### config.mk
export PLATFORM = sky130hd
export DESIGN_NAME = overlap_accum_seq
export DESIGN_NICKNAME = d
export VERILOG_FILES = /design/src/rtl/overlap_accum_seq.sv
export SDC_FILE = /design/constraint.sdc
export NUM_CORES = 1
export LEC_CHECK = 0
export CORE_MARGIN = 5
export CORE_UTILIZATION = 46
export CTS_BUF_LIST = sky130_fd_sc_hd__clkbuf_16
export DETAILED_ROUTE_END_ITERATION = 7
export PLACE_DENSITY = 0.76
export SYNTH_ARGS = -nofsm -noshare
export SYNTH_HDL_FRONTEND = slang
export SYNTH_SLANG_ARGS = --single-unit
### constraint.sdc
create_clock -name clk -period 2.2 [get_ports clk]
set_clock_uncertainty 0.15 [all_clocks]
set_input_delay 0.22 -clock clk [delete_from_list [all_inputs] [get_ports clk]]
set_output_delay 0.22 -clock clk [all_outputs]
set_load 0.01 [all_outputs]
### src/rtl/overlap_accum_seq.sv
// Serial GF(2) overlap-add of NPP partial products at SHIFT-bit offsets into an OW-bit result.
// Optional OVERLAP_ACCUM_RESYNC_EN adds in_first/err so a new frame can restart a partial one.
module overlap_accum_seq #(
    parameter int  W     = 11,
    parameter int  SHIFT = 6,
    parameter int  NPP   = 3,
    localparam int OW    = (NPP - 1) * SHIFT + W,
    localparam int IW    = (NPP > 2) ? $clog2(NPP) : 1
) (
    input  logic          clk,
    input  logic          rst,
    input  logic          in_valid,
    output logic          in_ready,
    input  logic [W-1:0]  in_data,
`ifdef OVERLAP_ACCUM_RESYNC_EN
    input  logic          in_first,
    output logic          err,
`endif
    output logic          out_valid,
    input  logic          out_ready,
    output logic [OW-1:0] out_data,
    output logic          busy
);

    if (W < 2 || W > 256 || SHIFT < 1 || SHIFT > W || NPP < 2 || NPP > 16) begin : g_param_check
        $error("overlap_accum_seq: illegal W/SHIFT/NPP combination");
    end

    typedef enum logic {ACCUM, HOLD} state_t;

    state_t        state, state_n;
    logic [OW-1:0] acc, acc_n;
    logic [IW-1:0] idx, idx_n;
    logic [OW-1:0] word_ext;
    logic [OW-1:0] word_sh;
    logic          accept;
    logic          last;
    logic          resync;

    assign word_ext = {{(OW - W){1'b0}}, in_data};
    assign word_sh  = word_ext << (idx * SHIFT);
    assign accept   = in_valid && in_ready;
    assign last     = (idx == IW'(NPP - 1));

`ifdef OVERLAP_ACCUM_RESYNC_EN
    assign resync = in_first && (idx != '0);
`else
    assign resync = 1'b0;
`endif

    always_ff @(posedge clk or posedge rst) begin
        if (rst) begin
            state <= ACCUM;
            acc   <= '0;
            idx   <= '0;
`ifdef OVERLAP_ACCUM_RESYNC_EN
            err   <= 1'b0;
`endif
        end else begin
            state <= state_n;
            acc   <= acc_n;
            idx   <= idx_n;
`ifdef OVERLAP_ACCUM_RESYNC_EN
            err   <= accept && resync;
`endif
        end
    end

    always_comb begin
        state_n = state;
        acc_n   = acc;
        idx_n   = idx;
        case (state)
            ACCUM: begin
                if (accept) begin
                    // A restarted frame drops the partial sum and takes this word as its offset-0 term.
                    if (resync) begin
                        acc_n = word_ext;
                        idx_n = IW'(1);
                    end else begin
                        acc_n = acc ^ word_sh;
                        if (last) begin
                            idx_n   = '0;
                            state_n = HOLD;
                        end else begin
                            idx_n = idx + 1'b1;
                        end
                    end
                end
            end
            HOLD: begin
                if (out_ready) begin
                    acc_n   = '0;
                    state_n = ACCUM;
                end
            end
            default: state_n = ACCUM;
        endcase
    end

    assign in_ready  = (state == ACCUM);
    assign out_valid = (state == HOLD);
    assign out_data  = acc;
    assign busy      = (idx != '0) || (state == HOLD);

endmodule
# Yosys cells after proc, flatten, opt, wreduce, memory -nomap -nowiden
# Cells that the tools add are included.
totals:
  wordCells: 24
  output_inout_bits: 26
  in_bits: 15
  register_bits: 26
op_classes:
  muxes: 8
  n_reduce_logical: 5
  n_bitwise: 2
  eq_ne: 3
  shift: 1
  n_addsub: 1
  multipliers: 1
op_table:
  columns: ["operator", "count"]
  rows:
  - ["two-way mux 23 bit", 2]
  - ["one-hot mux 23 bit (2 select lines)", 1]
  - ["<< shifter 11 x 5 -> 23 bit", 1]
  - ["bitwise XOR 23 bit", 1]
  - ["multiplier 2 x 2 -> 4 bit, second input constant", 1]
  - ["AND reduction 2 bit", 2]
  - ["two-way mux 1 bit", 3]
  - ["adder 2 x 1 -> 2 bit, second input constant", 1]
  - ["equality test 2 bit, second input constant", 1]
  - ["two-way mux 2 bit", 1]
  - ["inequality test 2 x 1 -> 1 bit, second input constant", 1]
  - ["inequality test 2 bit, second input constant", 1]
  - ["one-hot mux 1 bit (2 select lines)", 1]
  - ["nonzero test 2 bit", 1]
  - ["logical AND 1 bit", 1]
  - ["logical OR 1 bit", 1]
  - ["inverter 1 bit", 1]

# Longest topological paths before layout
logic_depth:
  depth_word: 5
  mapped_depth: 9
  depth_no_buf: 6

# Worst setup path after synthesis
# No wires, ideal clock.
synth_path:
  path_type: "register -> register"
  startpoint: "register idx[0]"
  endpoint: "register acc[16], in the netlist out_data[16]"
  path_stages_with_launch: 9
  n_path_buf: 2
  slack_ns: -0.046
  arrival_time_ns: 2.017
  required_time_ns: 1.971
  period_less_slack_ns: 2.246
  path_cell_list: "dfrtp_1 -> buf_6 -> inv_1 -> ha_1 -> buf_6 -> mux4_2 -> and2_4 -> o21ai_2 -> mux2i_1"
synth_via:
  elab_chain_cells: 5
synth_rtl:
  columns: ["item", "line_no", "rtl"]
  rows:
  - ["start, declared", "33", "logic [IW-1:0] idx, idx_n;"]
  - ["start signal, assigned", "62", "idx <= idx_n;"]
  - ["multiplier 2 x 2 -> 4 bit", "41", "assign word_sh = word_ext << (idx * SHIFT);"]
  - ["<< shifter 11 x 5 -> 23 bit", "41", null]
  - ["bitwise XOR 23 bit", "81", "acc_n = acc ^ word_sh;"]
  - ["two-way mux 23 bit", "75", "if (accept) begin"]
  - ["one-hot mux 23 bit (2 select lines)", "73", "case (state)"]
  - ["end signal, assigned", "61", "acc <= acc_n;"]
  - ["end, declared", "32", "logic [OW-1:0] acc, acc_n;"]
# Every way passes these cells. The select of a mux whose other input is x is not followed.
# A chain may end at the register's enable or synchronous reset.

# Worst setup path in the final report
layout_path:
  startpoint: "register idx[1]"
  endpoint: "register acc[1], in the netlist out_data[1]"
# The elaborated chain is that of the path after synthesis.

==> impl_metrics.csv <==
group,metric,value,unit
final_layout,instances_no_fill,286,
route,drcViolationCount,0,
timing,rsz0062_at_grt,"false",
route,drt_first_iter_violations,139,
status,status,"finished clean",
logic_synthesis,yosysMostFrequentCell,"dfrtp_1",
power,irDropWorstVdd,776.7,uV
worst_setup_path,crit_required,2.20,ns
floorplanning,io_pins,41,
worst_setup_path,arrival,2.11,ns
place,dp.cells,280,
grt,grt_first_pass_wirelength,8.197,mm
place,gp_congestion,0.9887,
worst_setup_path,startpoint_type,"flop",
cts,cts-buffers-inserted,3,
final_layout,nets,258,
floorplanning,dieArea,5501,sq um
power,p_per_area,1507,nW/um^2
timing,setup_viol,0,
grt,grt_busiest_layer,"met2",
cts,cts_buffer_depth,2,
timing,fmax,474.2,MHz
grt,use_met1,26.57,%
grt,grt_util_met3,2.297,%
logic_synthesis,syn_area,1894,sq um
final_layout,diodes,0,
min_path,hold_class,"in -> async",
final_layout,syn_to_final_growth,33.55,%
cts,cts_tree,"done",
cts,clkTransAtPathRegs,0.07,ns
worst_setup_path,critical_path_class,"reg -> reg",
final_layout,layout-drive-gt1-share,16.95,%
cts,clkLatencyLatePin,0.26,ns
grt,overflow,0,
timing,worst_pin_slew,0.5062,ns
logic_synthesis,syn-num-nets,207,
grt,grt_use_total,19.50,%
logic_synthesis,syn_avg_cell_area,10.18,sq um
place,dpl.hpwl,3.632,mm
timing,fin_crit_sh,95.86,%
place,io_buffers,40,
logic_synthesis,seq_area_frac_synth,34.35,%
floorplanning,die_w,74.17,um
floorplanning,core-area,4000,sq um
power,total_power,3812,uW
floorplanning,initial_core_util,47.36,%
route,drtPass1Iterations,4,
timing,tns,0,ns
logic_synthesis,synthDominantCellAreaShare,34.35,%
grt,use_met2,33.27,%
cts,cts.htree.levels,1,
timing,final-max-slew-violation-count,0,
cts,cts_root_buf,"clkbuf_16",
route,vias,1691,
route,via_per_inst,5.913,
cts,cts.sink_count,26,
logic_synthesis,synth_area_leaders,"dfrtp_1, mux2i_1, nand2_1, mux4_1, ha_1",
timing,final.min_clock_period,2.109,ns
job,maxCapViolCount,0,
logic_synthesis,ys_ff_latch,26,
floorplanning,die_height,74.17,um
logic_synthesis,syn_inst,186,
power,p_leak,0.001089,uW
logic_synthesis,synth_edf_count,0,
logic_synthesis,ys_top_cells_by_count,"dfrtp_1, nand2_1, mux2i_1",
cts,hold_buffers,0,
route,ant_nets,0,
worst_setup_path,crit_fanout,8,
timing,relSlewSlack,65.29,%
grt,grt_max_degree,27,
floorplanning,rows,23,
route,wl_per_cell,17.24,um
grt,grt_pass1_vias,1626,
timing,finalHoldViolations,0,
logic_synthesis,synth_cell_types,50,
logic_synthesis,async_reset_ff_share,100.0,%
logic_synthesis,yosysWarnings,0,
worst_setup_path,end_kind,"flop",
route,routed_wl,4.931,mm
logic_synthesis,synthFlopType,"dfrtp_1",
grt,grt_antenna_before_repair,0,
logic_synthesis,yosys.area.top_type,"dfrtp_1",
## critical path, stage by stage, from the launching register on
cell     delay, ns
dfrtp_1       0.37
buf_4         0.14
ha_1          0.27
or3b_4        0.49
nor2_2        0.24
nand2_1       0.17
mux2i_1       0.15
## cell usage in the layout, fill, tap and decap left out, drive strengths merged, types with 6 or more instances in the layout
cell	instances
inv	6
o21ai	11
dfrtp	26
nand3	7
nand2b	6
nand2	22
o211ai	6
a21oi	6
ha	6
clkdlybuf4s50	40
buf	18
mux2i	18
## through the flow
step	utilization [%]	instance area (sq um)	worst slack (ns)	hold slack, ns
5_1_grt	63.25	2530	0.004127	0.2038
3_3_place_gp	59.99	2400	0.02003	0.3150
4_1_cts	62.62	2505	0.02429	0.1827
2_1_floorplan	-	1907	0.02237	0.1100
6_report	63.25	2530	0.09115	0.1626
3_5_place_dp	59.99	2400	0.05490	0.3163
## metal layers
metal,up-vias,share of wire (%)
met5,-,0
met4,0,1.6
met2,58,49
met3,9,5.0
met1,833,44
li1,791,-
## worst paths after layout
kind,start,end,slack [ns],cells past startpoint
max,idx[1]$_DFFE_PP0P_,out_data[1]$_DFFE_PP0P_,0.09,6
min reg2reg,out_data[1]$_DFFE_PP0P_,out_data[1]$_DFFE_PP0P_,0.33,1
max reg2reg,idx[1]$_DFFE_PP0P_,out_data[1]$_DFFE_PP0P_,0.09,6
min,rst,out_data[13]$_DFFE_PP0P_,0.16,3
max in group asynchronous,rst,out_valid$_DFF_PP0_,1.49,3
min in group clk,out_data[1]$_DFFE_PP0P_,out_data[1]$_DFFE_PP0P_,0.33,1
## cell type report
class                   instances  area, sq um
repair buffers                 58        535.5
inverters                       6        22.52
flip-flops and latches         26        650.6
multi-input cells             142         1154
clock buffers                   3        75.07
fillers                       340         1470
clock inverters                 1        30.03
well taps                      50        62.56
## state kept, by name (all words and copies together) (netlist names)
register   cells
idx            2
out_valid      1
out_data      23
## cells by family (layout without fill, tap and decap cells)
logic type,after synthesis,in the layout,share of synthesized area (%)
simple gates,65,65,20.94
compound gates,41,41,14.86
buf+inv,18,68,5.944
mux,28,28,19.02
xor+xnor,2,2,0.9249
flops,26,26,34.35
fa+ha+maj,6,6,3.963
## report_power, final
part           total [uW]  internal [uW]  switching [uW]
registers             871            697             174
logic                2400           1240            1160
clock network         536            362             174
total                3810           2300            1510
## timing repair
| item | CTS | global route |
|---|---|---|
| buffers inserted | 0 | 2 |
| hold endpoints to repair | 0 | 0 |
| endpoints found under the setup margin | 0 | 7 |
| resized for setup | 0 | 2 |
No activity file was read; power rests on OpenSTA's default activity.
